### src/rtl/des_pkg.sv
// DES constants and helpers: permutation tables, S-boxes, key shift schedule, FSM state type.
// Latency: n/a (pure functions and constants, combinational when used).
// Backpressure: n/a.
// Tables use FIPS 46-3 numbering: entry value n selects input bit n, where bit 1 is the MSB.
package des_pkg;

   typedef enum logic [2:0] {
      ST_IDLE,
      ST_LOAD,
      ST_WAIT_REQ_LOW,
      ST_CRYPT,
      ST_OUTPUT
   } state_t;

   localparam int unsigned IP_T [0:63] = '{
      58, 50, 42, 34, 26, 18, 10,  2,  60, 52, 44, 36, 28, 20, 12,  4,
      62, 54, 46, 38, 30, 22, 14,  6,  64, 56, 48, 40, 32, 24, 16,  8,
      57, 49, 41, 33, 25, 17,  9,  1,  59, 51, 43, 35, 27, 19, 11,  3,
      61, 53, 45, 37, 29, 21, 13,  5,  63, 55, 47, 39, 31, 23, 15,  7};

   localparam int unsigned FP_T [0:63] = '{
      40,  8, 48, 16, 56, 24, 64, 32,  39,  7, 47, 15, 55, 23, 63, 31,
      38,  6, 46, 14, 54, 22, 62, 30,  37,  5, 45, 13, 53, 21, 61, 29,
      36,  4, 44, 12, 52, 20, 60, 28,  35,  3, 43, 11, 51, 19, 59, 27,
      34,  2, 42, 10, 50, 18, 58, 26,  33,  1, 41,  9, 49, 17, 57, 25};

   localparam int unsigned E_T [0:47] = '{
      32,  1,  2,  3,  4,  5,   4,  5,  6,  7,  8,  9,
       8,  9, 10, 11, 12, 13,  12, 13, 14, 15, 16, 17,
      16, 17, 18, 19, 20, 21,  20, 21, 22, 23, 24, 25,
      24, 25, 26, 27, 28, 29,  28, 29, 30, 31, 32,  1};

   localparam int unsigned P_T [0:31] = '{
      16,  7, 20, 21, 29, 12, 28, 17,   1, 15, 23, 26,  5, 18, 31, 10,
       2,  8, 24, 14, 32, 27,  3,  9,  19, 13, 30,  6, 22, 11,  4, 25};

   // Parity bits 8,16,...,64 never appear, so they are dropped here.
   localparam int unsigned PC1_T [0:55] = '{
      57, 49, 41, 33, 25, 17,  9,   1, 58, 50, 42, 34, 26, 18,
      10,  2, 59, 51, 43, 35, 27,  19, 11,  3, 60, 52, 44, 36,
      63, 55, 47, 39, 31, 23, 15,   7, 62, 54, 46, 38, 30, 22,
      14,  6, 61, 53, 45, 37, 29,  21, 13,  5, 28, 20, 12,  4};

   localparam int unsigned PC2_T [0:47] = '{
      14, 17, 11, 24,  1,  5,   3, 28, 15,  6, 21, 10,
      23, 19, 12,  4, 26,  8,  16,  7, 27, 20, 13,  2,
      41, 52, 31, 37, 47, 55,  30, 40, 51, 45, 33, 48,
      44, 49, 39, 56, 34, 53,  46, 42, 50, 36, 29, 32};

   localparam int unsigned SHIFT_T [0:15] = '{1, 1, 2, 2, 2, 2, 2, 2, 1, 2, 2, 2, 2, 2, 2, 1};

   // Indexed [box][row*16 + col].
   localparam int unsigned SBOX_T [0:7][0:63] = '{
      '{14,  4, 13,  1,  2, 15, 11,  8,  3, 10,  6, 12,  5,  9,  0,  7,
         0, 15,  7,  4, 14,  2, 13,  1, 10,  6, 12, 11,  9,  5,  3,  8,
         4,  1, 14,  8, 13,  6,  2, 11, 15, 12,  9,  7,  3, 10,  5,  0,
        15, 12,  8,  2,  4,  9,  1,  7,  5, 11,  3, 14, 10,  0,  6, 13},
      '{15,  1,  8, 14,  6, 11,  3,  4,  9,  7,  2, 13, 12,  0,  5, 10,
         3, 13,  4,  7, 15,  2,  8, 14, 12,  0,  1, 10,  6,  9, 11,  5,
         0, 14,  7, 11, 10,  4, 13,  1,  5,  8, 12,  6,  9,  3,  2, 15,
        13,  8, 10,  1,  3, 15,  4,  2, 11,  6,  7, 12,  0,  5, 14,  9},
      '{10,  0,  9, 14,  6,  3, 15,  5,  1, 13, 12,  7, 11,  4,  2,  8,
        13,  7,  0,  9,  3,  4,  6, 10,  2,  8,  5, 14, 12, 11, 15,  1,
        13,  6,  4,  9,  8, 15,  3,  0, 11,  1,  2, 12,  5, 10, 14,  7,
         1, 10, 13,  0,  6,  9,  8,  7,  4, 15, 14,  3, 11,  5,  2, 12},
      '{ 7, 13, 14,  3,  0,  6,  9, 10,  1,  2,  8,  5, 11, 12,  4, 15,
        13,  8, 11,  5,  6, 15,  0,  3,  4,  7,  2, 12,  1, 10, 14,  9,
        10,  6,  9,  0, 12, 11,  7, 13, 15,  1,  3, 14,  5,  2,  8,  4,
         3, 15,  0,  6, 10,  1, 13,  8,  9,  4,  5, 11, 12,  7,  2, 14},
      '{ 2, 12,  4,  1,  7, 10, 11,  6,  8,  5,  3, 15, 13,  0, 14,  9,
        14, 11,  2, 12,  4,  7, 13,  1,  5,  0, 15, 10,  3,  9,  8,  6,
         4,  2,  1, 11, 10, 13,  7,  8, 15,  9, 12,  5,  6,  3,  0, 14,
        11,  8, 12,  7,  1, 14,  2, 13,  6, 15,  0,  9, 10,  4,  5,  3},
      '{12,  1, 10, 15,  9,  2,  6,  8,  0, 13,  3,  4, 14,  7,  5, 11,
        10, 15,  4,  2,  7, 12,  9,  5,  6,  1, 13, 14,  0, 11,  3,  8,
         9, 14, 15,  5,  2,  8, 12,  3,  7,  0,  4, 10,  1, 13, 11,  6,
         4,  3,  2, 12,  9,  5, 15, 10, 11, 14,  1,  7,  6,  0,  8, 13},
      '{ 4, 11,  2, 14, 15,  0,  8, 13,  3, 12,  9,  7,  5, 10,  6,  1,
        13,  0, 11,  7,  4,  9,  1, 10, 14,  3,  5, 12,  2, 15,  8,  6,
         1,  4, 11, 13, 12,  3,  7, 14, 10, 15,  6,  8,  0,  5,  9,  2,
         6, 11, 13,  8,  1,  4, 10,  7,  9,  5,  0, 15, 14,  2,  3, 12},
      '{13,  2,  8,  4,  6, 15, 11,  1, 10,  9,  3, 14,  5,  0, 12,  7,
         1, 15, 13,  8, 10,  3,  7,  4, 12,  5,  6, 11,  0, 14,  9,  2,
         7, 11,  4,  1,  9, 12, 14,  2,  0,  6, 10, 13, 15,  3,  5,  8,
         2,  1, 14,  7,  4, 10,  8, 13, 15, 12,  9,  0,  3,  5,  6, 11}};

   function automatic logic [63:0] f_ip(input logic [63:0] x);
      logic [63:0] y;
      for (int i = 0; i < 64; i++) y[6'(63 - i)] = x[6'(64 - IP_T[i])];
      return y;
   endfunction

   function automatic logic [63:0] f_fp(input logic [63:0] x);
      logic [63:0] y;
      for (int i = 0; i < 64; i++) y[6'(63 - i)] = x[6'(64 - FP_T[i])];
      return y;
   endfunction

   function automatic logic [47:0] f_e(input logic [31:0] x);
      logic [47:0] y;
      for (int i = 0; i < 48; i++) y[6'(47 - i)] = x[5'(32 - E_T[i])];
      return y;
   endfunction

   function automatic logic [31:0] f_p(input logic [31:0] x);
      logic [31:0] y;
      for (int i = 0; i < 32; i++) y[5'(31 - i)] = x[5'(32 - P_T[i])];
      return y;
   endfunction

   function automatic logic [55:0] f_pc1(input logic [63:0] x);
      logic [55:0] y;
      for (int i = 0; i < 56; i++) y[6'(55 - i)] = x[6'(64 - PC1_T[i])];
      return y;
   endfunction

   function automatic logic [47:0] f_pc2(input logic [55:0] x);
      logic [47:0] y;
      for (int i = 0; i < 48; i++) y[6'(47 - i)] = x[6'(56 - PC2_T[i])];
      return y;
   endfunction

   // Row is the outer bit pair of each 6-bit group, column the inner four bits.
   function automatic logic [31:0] f_sbox(input logic [47:0] x);
      logic [31:0] y;
      logic [5:0]  b;
      for (int s = 0; s < 8; s++) begin
         b = x[6'(47 - 6 * s) -: 6];
         y[5'(31 - 4 * s) -: 4] = 4'(SBOX_T[3'(s)][{b[5], b[0], b[4:1]}]);
      end
      return y;
   endfunction

   function automatic logic [27:0] rotl28(input logic [27:0] x, input logic [1:0] n);
      case (n)
         2'd1:    return {x[26:0], x[27]};
         2'd2:    return {x[25:0], x[27:26]};
         default: return x;
      endcase
   endfunction

   function automatic logic [27:0] rotr28(input logic [27:0] x, input logic [1:0] n);
      case (n)
         2'd1:    return {x[0], x[27:1]};
         2'd2:    return {x[1:0], x[27:2]};
         default: return x;
      endcase
   endfunction

endpackage

### src/rtl/des_round.sv
// One DES Feistel round: E-expansion, subkey XOR, S-boxes, P, then L/R swap.
// Latency: combinational.
// Backpressure: none.
// Ports: i_l/i_r round input halves, i_key 48-bit subkey, o_l/o_r round output halves.
module des_round
   import des_pkg::*;
(
   input  logic [31:0] i_l,
   input  logic [31:0] i_r,
   input  logic [47:0] i_key,
   output logic [31:0] o_l,
   output logic [31:0] o_r
);

   logic [47:0] w_x;

   assign w_x = f_e(i_r) ^ i_key;
   assign o_l = i_r;
   assign o_r = i_l ^ f_p(f_sbox(w_x));

endmodule

### src/rtl/des_byte_engine.sv
// Byte-serial DES engine: collects key+plaintext over a 4-phase req/ack handshake, runs 16 rounds, streams ciphertext.
// Latency: 16 clk of rounds after the 16th handshake, then 8 bytes each held OUT_HOLD clk.
// Backpressure: req is not acknowledged while busy; a pending req is serviced on return to IDLE.
// Ports: clk, rst_n (async active-low), din/req in, ack out, dout byte stream, busy (rounds + output).
// Option: DES_DECRYPT_EN adds the decrypt input (sampled entering CRYPT) selecting reversed key schedule.
module des_byte_engine
   import des_pkg::*;
#(
   parameter int OUT_HOLD = 8
)(
   input  logic       clk,
   input  logic       rst_n,
   input  logic [7:0] din,
   input  logic       req,
`ifdef DES_DECRYPT_EN
   input  logic       decrypt,
`endif
   output logic       ack,
   output logic [7:0] dout,
   output logic       busy
);

   localparam logic [7:0] HOLD_LAST = 8'(OUT_HOLD - 1);

   state_t      r_state;
   logic        r_req_meta;
   logic        r_req_s;
   logic [4:0]  r_cnt;
   logic [63:0] r_key;
   logic [63:0] r_data;
   logic [31:0] r_l;
   logic [31:0] r_r;
   logic [27:0] r_c;
   logic [27:0] r_d;
   logic [3:0]  r_rnd;
   logic [63:0] r_ct;
   logic [2:0]  r_oidx;
   logic [7:0]  r_hold;

   logic        w_dec;
   logic [3:0]  w_didx;
   logic [1:0]  w_shl;
   logic [1:0]  w_shr;
   logic [27:0] w_c;
   logic [27:0] w_d;
   logic [47:0] w_subkey;
   logic [31:0] w_l_nxt;
   logic [31:0] w_r_nxt;
   logic [63:0] w_ct;
   logic [7:0]  w_nbyte;

`ifdef DES_DECRYPT_EN
   logic        r_dec;
   assign w_dec = r_dec;
`else
   assign w_dec = 1'b0;
`endif

   // Decryption walks the schedule backwards: round 0 uses C16/D16 (== C0/D0) unshifted,
   // round n>0 undoes the shift of encryption round 16-n.
   assign w_didx = 4'd0 - r_rnd;
   assign w_shl  = 2'(SHIFT_T[r_rnd]);
   assign w_shr  = (r_rnd == 4'd0) ? 2'd0 : 2'(SHIFT_T[w_didx]);
   assign w_c    = w_dec ? rotr28(r_c, w_shr) : rotl28(r_c, w_shl);
   assign w_d    = w_dec ? rotr28(r_d, w_shr) : rotl28(r_d, w_shl);
   assign w_subkey = f_pc2({w_c, w_d});

   des_round u_round (
      .i_l   (r_l),
      .i_r   (r_r),
      .i_key (w_subkey),
      .o_l   (w_l_nxt),
      .o_r   (w_r_nxt)
   );

   // Final swap (R16 before L16) folded into the FP input.
   assign w_ct    = f_fp({w_r_nxt, w_l_nxt});
   assign w_nbyte = r_ct[{r_oidx + 3'd1, 3'b000} +: 8];

   always_ff @(posedge clk or negedge rst_n) begin
      if (!rst_n) begin
         r_state    <= ST_IDLE;
         r_req_meta <= 1'b0;
         r_req_s    <= 1'b0;
         r_cnt      <= '0;
         r_key      <= '0;
         r_data     <= '0;
         r_l        <= '0;
         r_r        <= '0;
         r_c        <= '0;
         r_d        <= '0;
         r_rnd      <= '0;
         r_ct       <= '0;
         r_oidx     <= '0;
         r_hold     <= '0;
         ack        <= 1'b0;
         busy       <= 1'b0;
         dout       <= 8'h00;
`ifdef DES_DECRYPT_EN
         r_dec      <= 1'b0;
`endif
      end else begin
         r_req_meta <= req;
         r_req_s    <= r_req_meta;
         case (r_state)
            ST_IDLE, ST_LOAD: begin
               if (r_req_s && !ack) begin
                  // key and data form one 128-bit shift chain, key on top
                  r_key   <= {r_key[55:0], r_data[63:56]};
                  r_data  <= {r_data[55:0], din};
                  r_cnt   <= r_cnt + 5'd1;
                  ack     <= 1'b1;
                  r_state <= ST_WAIT_REQ_LOW;
               end
            end
            ST_WAIT_REQ_LOW: begin
               if (!r_req_s) begin
                  ack <= 1'b0;
                  if (r_cnt == 5'd16) begin
                     r_state    <= ST_CRYPT;
                     busy       <= 1'b1;
                     {r_l, r_r} <= f_ip(r_data);
                     {r_c, r_d} <= f_pc1(r_key);
                     r_rnd      <= 4'd0;
`ifdef DES_DECRYPT_EN
                     r_dec      <= decrypt;
`endif
                  end else begin
                     r_state <= ST_LOAD;
                  end
               end
            end
            ST_CRYPT: begin
               r_l   <= w_l_nxt;
               r_r   <= w_r_nxt;
               r_c   <= w_c;
               r_d   <= w_d;
               r_rnd <= r_rnd + 4'd1;
               if (r_rnd == 4'd15) begin
                  r_state <= ST_OUTPUT;
                  r_ct    <= w_ct;
                  dout    <= w_ct[7:0];
                  r_oidx  <= 3'd0;
                  r_hold  <= 8'd0;
               end
            end
            ST_OUTPUT: begin
               if (r_hold == HOLD_LAST) begin
                  r_hold <= 8'd0;
                  if (r_oidx == 3'd7) begin
                     // dout keeps ct[63:56]
                     r_state <= ST_IDLE;
                     busy    <= 1'b0;
                     r_cnt   <= '0;
                  end else begin
                     r_oidx <= r_oidx + 3'd1;
                     dout   <= w_nbyte;
                  end
               end else begin
                  r_hold <= r_hold + 8'd1;
               end
            end
            default: r_state <= ST_IDLE;
         endcase
      end
   end

endmodule

### config.mk
export PLATFORM = sky130hd
export DESIGN_NAME = des_byte_engine
export DESIGN_NICKNAME = d
export VERILOG_FILES = /design/src/rtl/des_pkg.sv /design/src/rtl/des_round.sv /design/src/rtl/des_byte_engine.sv
export SDC_FILE = /design/constraint.sdc
export NUM_CORES = 1
export LEC_CHECK = 0
export ABC_CLOCK_PERIOD_IN_PS = 1800
export CAP_MARGIN = 30
export CORE_MARGIN = 2
export CORE_UTILIZATION = 31
export DETAILED_ROUTE_END_ITERATION = 8
export GPL_ROUTABILITY_DRIVEN = 0
export HOLD_SLACK_MARGIN = 0.1
export MAX_ROUTING_LAYER = met4
export PLACE_DENSITY = 0.51
export SLEW_MARGIN = 0
export SYNTH_ARGS = -nofsm -noshare
export SYNTH_HDL_FRONTEND = slang
export SYNTH_SLANG_ARGS = --single-unit
### constraint.sdc
create_clock -name clk -period 1.8 [get_ports clk]
set_clock_uncertainty 0.2 [all_clocks]
set_input_delay 0.36 -clock clk [delete_from_list [all_inputs] [get_ports clk]]
set_output_delay 0.36 -clock clk [all_outputs]
set_load 0.005 [all_outputs]
After elaboration in Yosys (flattened, before gate mapping)
Memory sizes are Yosys's and may differ from the RTL's.
Cells that the tools add are included.

word-level totals
  bits in registers = 284
  ROM bits = 8704
  bits of input ports = 11
  output and inout bits = 10
  logic and storage cells = 127
  memories = 5

cells by class
  add/sub/neg operators = 4
  order comparisons = 5
  equal/unequal tests = 18
  shift-type cells = 1
  mux-type cells = 51
  bitwise operators = 7
  reduce and logical (&&, ||, !) cells = 19

memory list
  name              words  bits a word  rd ports  clocked after Yosys merged registers in  write ports  line                   source
  (name not given)  64     32           1         0                                        0            des_pkg.sv:129         y[5'(31 - 4 * s) -: 4] = 4'(SBOX_T[3'(s)][{b[5], b[0], b[4:1]}]);
  (name not given)  64     32           1         0                                        0            des_pkg.sv:129
  (name not given)  64     32           1         0                                        0            des_pkg.sv:129
  (name not given)  64     32           1         0                                        0            des_pkg.sv:129
  (name not given)  16     32           1         0                                        0            des_byte_engine.sv:62  assign w_shl = 2'(SHIFT_T[r_rnd]);

operators by type and width
  kind                 count
  $pmux 28 s2          2
  $mux 32              3
  $pmux 32 s2          1
  $shiftx 64x7->8      1
  $mux 28              2
  $mux 8               5
  $mux 3               12
  $pmux 8 s2           2
  $xor 32x32->32       1
  $ge 7x7->1 const B   4
  $not 6->7            4
  $xor 24x24->24       1
  $mux 4               4
  $mux 5               3
  $ne 2x2->1 const B   7
  $pmux 3 s4           1
  $reduce_and 4->1     3
  $mux 2               5
  $pmux 5 s2           1
  $reduce_and 5->1     2
  $reduce_bool 2->1    5
  $add 8x1->8 const B  1
  $eq 8x3->1 const B   1
  $pmux 4 s2           1
  other kinds (22)     33

Depth between registers and ports, before layout
Gate-level depths: netlist of run 1.

  word-level depth = 14
  mapped depth = 8
  depth with buffers taken out = 6

Modules after synthesis
Synthesis of run 1 repeated with hierarchy kept, for this count alone.

second synthesis, totals
  cells, all modules = 1098
  area total of the unflattened synthesis = 12268.0 µm²

modules (own cells, without submodules)
  module           instances  cells each  area an instance (µm²)  seq. area each (µm²)
  des_byte_engine  1          1033        11783.8                 6681.4
  des_round        1          65          484.2                   0.0

Least setup slack after synthesis of run 1
OpenSTA, ideal clock, no wires.

  path type = register to register
  from = register r_state[1]
  to = register dout[1]
  library setup time = 125 ps
  data arrival time = 1662 ps
  data required time = 1475 ps
  setup slack = -187 ps
  cell stages (with the launch flop) = 8
  buffers on the path = 3
  clock period less this slack = 1987 ps
  cell sequence = dfrtp_1 > buf_6 > or3b_1 > buf_2 > a21oi_2 > o21ba_1 > buf_6 > mux2_4

on the way
  word-level cells in the longest chain between the ends = 3
  elaborated cells between the ends (all ways) = 8
  those cells by class = eq/ne (5); mux (1); reduce/logical (2)

RTL lines
  item                                                       line                    source
  start, declared                                            des_byte_engine.sv:25   state_t r_state;
  start signal, assigned                                     des_byte_engine.sv:82   r_state <= ST_IDLE;
  start signal, assigned                                     des_byte_engine.sv:113  r_state <= ST_WAIT_REQ_LOW;
  start signal, assigned                                     des_byte_engine.sv:120  r_state <= ST_CRYPT;
  $eq 3x3->1 or $eq 3x2->1 (tied branches)                   des_byte_engine.sv:105  case (r_state)
  $ne 2x2->1 (no line) or $reduce_bool 2->1 (tied branches)  n/a
  $reduce_and 4->1 (no line)                                 n/a
  end signal, assigned                                       des_byte_engine.sv:142  dout <= w_ct[7:0];
  end signal, assigned                                       des_byte_engine.sv:157  dout <= w_nbyte;
  end, declared                                              des_byte_engine.sv:19   output logic [7:0] dout,

Parallel ways exist; a longest one is shown, timed or not.
A chain may end at the register's enable or synchronous reset.

Worst setup path in the final report of run 1
  from = register r_state[2]
  to = register r_cnt[0]

on the way
  word-level cells in the longest chain between the ends = 4
  elaborated cells between the ends (all ways) = 10
  those cells by class = eq/ne (5); mux (1); reduce/logical (4)

RTL lines
  item                                                       line                    source
  $eq 3x1->1 or $logic_not 3->1 (tied branches)              des_byte_engine.sv:105
  $reduce_or 2->1                                            des_byte_engine.sv:105
  $ne 2x2->1 (no line) or $reduce_bool 2->1 (tied branches)  n/a
  $reduce_and 4->1 (no line)                                 n/a
  end signal, assigned                                       des_byte_engine.sv:111  r_cnt <= r_cnt + 5'd1;
  end, declared                                              des_byte_engine.sv:28   logic [4:0] r_cnt;

Parallel ways exist; a longest one is shown, timed or not.

==> out/qor.yml, run 1 <==
synth:
  synth_top_family_by_area: "multiplexers"
  synth_area_sq_um: 3640
  synth_top_cell_area_share_pct: 54.3
  synth_area_leaders: "dfrtp_1 54%, mux2_2 11%, nand4_1 3.1%"
  ys.flop_type: "dfrtp_1"
  synth_top_area_cell: "dfrtp_1"
  synth_compound_area_share_pct: 9.82
  yosysSeqAreaShare_pct: 54.3
  synth_edf_count: 0
  ys_types: 50
  synthMuxAreaShare_pct: 16.7
  synth-simple-area-share_pct: 10.3
  syn_inst: 306
  synthAdderAreaFrac_pct: 2.06
  synth_area_per_cell_sq_um: 11.9
  synthArstFlopShare_pct: 100
  yosys_register_bits: 79
  yosys.area_share.xor_xnor_pct: 0.481
  yosysWarnings: 0
finish:
  drive_above_1_share_pct: 38.2
  multi_input_area_sq_um: 1720
  num_antenna_cells: 0
  fillerInstances: 1070
  seq_area_sq_um: 1980
  fin_area_sq_um: 4990
  postLayoutCoreUtil_pct: 43.7
  fin_cells: 520
  nets: 390
  layout-area-overhead-vs-synth_pct: 37.0
floorplan:
  die-area_sq_um: 12600
  core-area_sq_um: 11400
  initial_core_util_pct: 31.9
  die_width_um: 112
  rows: 39
  die_h_um: 112
  io_pins: 21
grt:
  grt_pass1_wl_um: 12400
  globalRouteTotalUtil_pct: 12.7
  antenna_found_initial: 0
  overflow: 0
  grt_pass1_vias: 2553
  grt_max_degree: 29
clocking:
  numCtsBuffers: 9
  h-tree-depth: 3
  clock_latency_ns: 0.34
  cts_buffer_depth: 2
  cts_tree: "built"
  path_clk_slew_ns: 0.06
  cts_root_buf: "clkbuf_16"
  cts.sinks: 79
timing:
  hold_viol: 0
  rsz0062_at_grt: "yes"
  fin_crit_sh_pct: 102
  slew_viol_final: 0
  timing.final.ws_setup_ns: -0.0412
  slew-limit-headroom_pct: 64.3
  final.min_clock_period_ns: 1.84
  setup_viol: 9
  worst_slew_pin_slew_ns: 0.536
  max_clock_freq_mhz: 543
route:
  vias: 2500
  initialDrtViolationCount: 133
  antenna_left: 0
  wl_per_cell_um: 14.4
  routed_via_density: 4.81
  routed_wl_um: 7500
  drc: 0
  dr.pass1.iters: 4
setup_path:
  crit_path_top_delay_cell: "dfrtp_1"
  path_buf_inv: 2
  rr_startpoint: "r_state[2]$_DFFE_PN0P_"
  worstRegToRegCells: 6
  critical_path_class: "flop to flop"
  critical_path_arrival_ns: 1.86
  worstSetupEndpointType: "flop"
  r2r_slack_ns: -0.04
  crit_family: "simple AND/OR/NAND/NOR gates"
  critical-path-max-stage-delay_ns: 0.38
  cp_max_fo: 8
  path_cells: "buf_6, nor4b_4, buf_4, a21oi_2, or2_4, mux2_4"
  start_kind: "flop"
  r2r_end: "r_cnt[0]$_DFFE_PN0P_"
  required_ns: 1.82
worst_hold_path:
  hold_class: "flop to flop"
  min_to: "r_req_s$_DFF_PN0_"
  hold_path_depth: 0
  hp-start: "r_req_meta$_DFF_PN0_"
place:
  dpl_cell_area_sq_um: 4240
  dp_cells: 489
  preCtsSetupSlack_ns: -0.145
  port_buffers: 12
  dp.final_hpwl_um: 4950
power:
  leakagePower_nw: 2.29
  ir_drop_v: 0.000563
  power_density_nw_per_um2: 1210
job:
  maxCapViolCount: 0
outcome:
  violations: "negative setup slack"
  status: "finished with violations"
report_power, final:
part | switching (mW) | internal (mW) | total (mW)
Combinational | 0.777 | 0.985 | 1.76
Clock | 0.718 | 1.21 | 1.93
Sequential | 0.229 | 2.10 | 2.33
Total | 1.72 | 4.29 | 6.02
layout by cell type, fill, tap and decap left out, types with 3 or more instances in the layout:
cell / count
inv_1: 24
buf_4: 51
clkbuf_16: 9
mux4_2: 4
buf_12: 6
o21ai_1: 13
nand4_1: 18
buf_6: 7
ha_1: 3
mux2i_1: 6
dfrtp_1: 79
a22o_1: 8
conb_1: 4
mux2_2: 3
dlymetal6s2s_1: 3
nand3_1: 8
o21ai_0: 13
clkdlybuf4s50_1: 7
nor2_1: 11
a21oi_1: 5
mux2_4: 36
nand2_1: 8
cells in the mapped netlist, types with 2 or more instances:
cell / instances
a211oi_1: 3
a21o_1: 2
a21oi_1: 6
a22o_1: 8
a31oi_1: 2
and3_1: 2
buf_1: 2
buf_2: 10
buf_4: 5
buf_6: 2
clkbuf_1: 4
dfrtp_1: 79
ha_1: 6
inv_1: 24
mux2_2: 34
mux2_4: 5
mux2i_1: 6
mux4_2: 4
nand2_1: 8
nand3_1: 9
nand4_1: 18
nor2_1: 11
o21ai_0: 15
o21ai_1: 12
o31ai_1: 2
or2_1: 2
xnor2_1: 2
per-layer routing:
layer  vias up  routed length (um)  global-route usage [%]
met5         -                   0                       -
li1       1223                   -                       -
met4         0                 121                    5.61
met1      1228                3710                    16.6
met3        10                 239                    2.65
met2        39                3430                    19.2
cells by family after synthesis:
| group | Yosys count |
|---|---|
| xor gates and xnor gates | 2 |
| and+or+nand+nor | 64 |
| adders and majority gates | 6 |
| muxes | 49 |
| other | 1 |
| buffers and inverters | 48 |
| AOI/OAI and AO/OA | 57 |
| DFF | 79 |
flip-flops by register name, summed over array words and instances, names as in the netlist:
name,flops
ack,1
r_req_meta,1
r_state,3
r_data,16
r_req_s,1
r_rnd,4
r_r,16
r_ct,16
r_hold,8
r_cnt,5
busy,1
dout,4
r_oidx,3
per-stage QoR:
| stage | power, mW | TNS [ns] | hold slack, ns |
|---|---|---|---|
| floorplan | 3.21 | -1.01 | -0.136 |
| global placement | 3.69 | -2.87 | 0.126 |
| detailed placement | 3.73 | -3.27 | 0.126 |
| CTS | 5.79 | -0.291 | 0.150 |
| global route | 6.34 | -2.02 | 0.150 |
| finish | 6.02 | -0.121 | 0.147 |
how the worst max path moves through the flow:
| stage | start | endpoint | slack [ns] | depth (start not counted) |
|---|---|---|---|---|
| global route | r_state[2]$_DFFE_PN0P_ | r_ct[31]$_DFFE_PN0P_ | -0.08 | 5 |
| finish | r_state[2]$_DFFE_PN0P_ | r_cnt[0]$_DFFE_PN0P_ | -0.04 | 6 |
| CTS | r_hold[7]$_DFFE_PN0P_ | r_hold[4]$_DFFE_PN0P_ | -0.04 | 6 |
| floorplan | r_state[0]$_DFFE_PN0P_ | dout[1]$_DFFE_PN0P_ | -0.19 | 7 |
| detailed placement | r_hold[4]$_DFFE_PN0P_ | r_state[1]$_DFFE_PN0P_ | -0.14 | 5 |
| global placement | r_hold[4]$_DFFE_PN0P_ | r_cnt[0]$_DFFE_PN0P_ | -0.12 | 5 |
area by class of cell:
cell class,instances,share of cell area (%)
sequential,79,39.6
multi-input combinational,182,34.5
timing repair buffer,76,14.2
clock buffer,10,4.59
tap,143,3.59
inverter,25,1.88
clock inverter,5,1.68
timing repair:
action,in CTS,in global routing
setup buffers,7,9
pin swaps,15,3
gates resized for setup,29,49
gates cloned,1,0
hold endpoints to repair,52,0
hold buffers,1,0
setup endpoints to repair,59,73
(Power assumes the default switching activity.)
==> run 2, diff against run 1 <==
Settings changed: ABC_CLOCK_PERIOD_IN_PS 1800 to 2300, CTS_CLUSTER_SIZE from default to 40, PLACE_DENSITY 0.51 to 0.49.
Clock period 1.8 ns to 2.3 ns, I/O delays scaled along.
==> run 2 against run 1 <==
- the run now ends clean
- critical path depth shrank 1
- utilization shrank 6.0 points
- worst hold slack gained 0.0044 ns
- maximum frequency shrank 12%
- design area shrank 14%
- largest cell class unchanged
==> out/qor.yml, run 2 (synthesis gave the netlist of run 1 again) <==
clocking:
  h-tree-depth: 3
  cts_root_buf: "clkbuf_16"
  numCtsBuffers: 9
  path_clk_slew_ns: 0.06
  clock_latency_ns: 0.33
  cts_hold_buffers: 1
  cts.sinks: 79
  cts_tree: "built"
  cts.repair.resized: 0
  cts_buffer_depth: 2
  post_cts_buffers: 0
setup_path:
  start_kind: "flop"
  worstSetupEndpointType: "flop"
  cp_max_fo: 6
  required_ns: 2.32
  critical_path_arrival_ns: 2.11
  path_buf_inv: 0
  crit_path_top_delay_cell: "o21ba_1"
  critical-path-max-stage-delay_ns: 0.46
  critical_path_class: "flop to flop"
  crit_family: "compound AO/OA/AOI/OAI gates"
  path_cells: "ha_1, and3b_1, a21oi_2, o21ba_1, mux2_4"
finish:
  num_antenna_cells: 0
  drive_above_1_share_pct: 24.9
  nets: 346
  fillerInstances: 1134
  final_common_cell: "dfrtp_1"
  reg_top3: "r_ct: 16 flops, r_data: 16 flops, r_r: 16 flops"
  layout-area-overhead-vs-synth_pct: 18.2
  seq_area_sq_um: 1980
  final_cell_mix: "79 x dfrtp_1, 34 x mux2_2, 24 x inv_1"
  multi_input_area_sq_um: 1460
floorplan:
  die_h_um: 112
  die_width_um: 112
  core-area_sq_um: 11400
  io_pins: 21
  rows: 39
  die-area_sq_um: 12600
  initial_core_util_pct: 31.9
power:
  ir_drop_v: 0.000419
  pwr-share-seq_pct: 43.6
  intPower_mw: 3.03
  p_switching_mw: 1.19
  leakagePower_nw: 1.91
  power_density_nw_per_um2: 980
  p_comb_share_pct: 21.0
  power_mw: 4.22
  swShare_pct: 28.3
  clkPwrFrac_pct: 35.3
timing:
  timing.final.ws_setup_ns: 0.217
  max_clock_freq_mhz: 480
  hold_viol: 0
  fin_crit_sh_pct: 90.6
  tns_ns: 0
  setup_viol: 0
  rsz0062_at_grt: "no"
  slew_viol_final: 0
  final.min_clock_period_ns: 2.08
place:
  dp.final_hpwl_um: 4560
  port_buffers: 12
  preCtsSetupSlack_ns: 0.209
route:
  antenna_left: 0
  vias: 2305
  dr.pass1.iters: 4
  routed_wl_um: 6560
  initialDrtViolationCount: 153
  wl_per_cell_um: 13.8
  routed_via_density: 4.84
  drc: 0
grt:
  globalRouteTotalUtil_pct: 12.3
  grt_max_degree: 50
  antenna_found_initial: 0
  grt_pass1_vias: 2320
  grt_pass1_wl_um: 11700
  overflow: 0
outcome:
  status: "finished, final reports clean"
job:
  maxCapViolCount: 0
worst_hold_path:
  hold_class: "flop to flop"
[run 2: changes by cell type in the layout (fill, tap and decap cells not counted), sizes merged]
cell           delta
buf              -44
clkdlybuf4s50     +4
dlygate4sd2       -1
dlymetal6s2s      -3
[run 2: cell type report]
class	instances	area share (%)
Clock buffer	10	5.32
Clock inverter	5	1.95
Inverter	25	2.18
Multi-Input combinational cell	182	33.9
Sequential cell	79	45.9
Tap cell	143	4.16
Timing Repair Buffer	32	6.57
[run 2: metrics by stage]
step | utilization, % | cells | hold slack [ns] | cell area (sq um)
after global routing | 37.7 | 476 | 0.166 | 4300
final | 37.7 | 476 | 0.152 | 4300
after detailed placement | 34.9 | 460 | 0.143 | 3980
after global placement | 34.9 | 460 | 0.137 | 3980
after CTS | 37.7 | 476 | 0.156 | 4300
after floorplan | - | 309 | -0.0356 | 3650
[run 2: per-layer routing]
metal	up-vias	GRT usage, %	share of wire (%)
met2	33	16.7	42
met5	-	-	0
met3	10	3.08	2.4
met4	0	6.50	2.5
met1	1126	16.7	53
li1	1136	-	-
[run 2: power groups by stage]
stage	registers, mW	logic, mW	clock network [mW]
3_5_place_dp	1.86	0.899	0
5_1_grt	1.88	0.997	1.61
3_3_place_gp	1.86	0.875	0
6_report	1.84	0.888	1.49
4_1_cts	1.84	0.902	1.54
2_1_floorplan	1.80	0.674	0
[run 2: final timing paths]
| check | from | endpoint | slack, ns | cells past startpoint |
|---|---|---|---|---|
| min in group asynchronous | rst_n | r_req_meta$_DFF_PN0_ | 0.40 | 2 |
| worst max-delay path | r_hold[0]$_DFFE_PN0P_ | dout[1]$_DFFE_PN0P_ | 0.22 | 5 |
| max in group asynchronous | rst_n | r_ct[17]$_DFFE_PN0P_ | 0.89 | 3 |
| worst min-delay path | r_req_meta$_DFF_PN0_ | r_req_s$_DFF_PN0_ | 0.15 | 0 |
| worst min register to register | r_req_meta$_DFF_PN0_ | r_req_s$_DFF_PN0_ | 0.15 | 0 |
| worst max register to register | r_hold[0]$_DFFE_PN0P_ | dout[1]$_DFFE_PN0P_ | 0.22 | 5 |
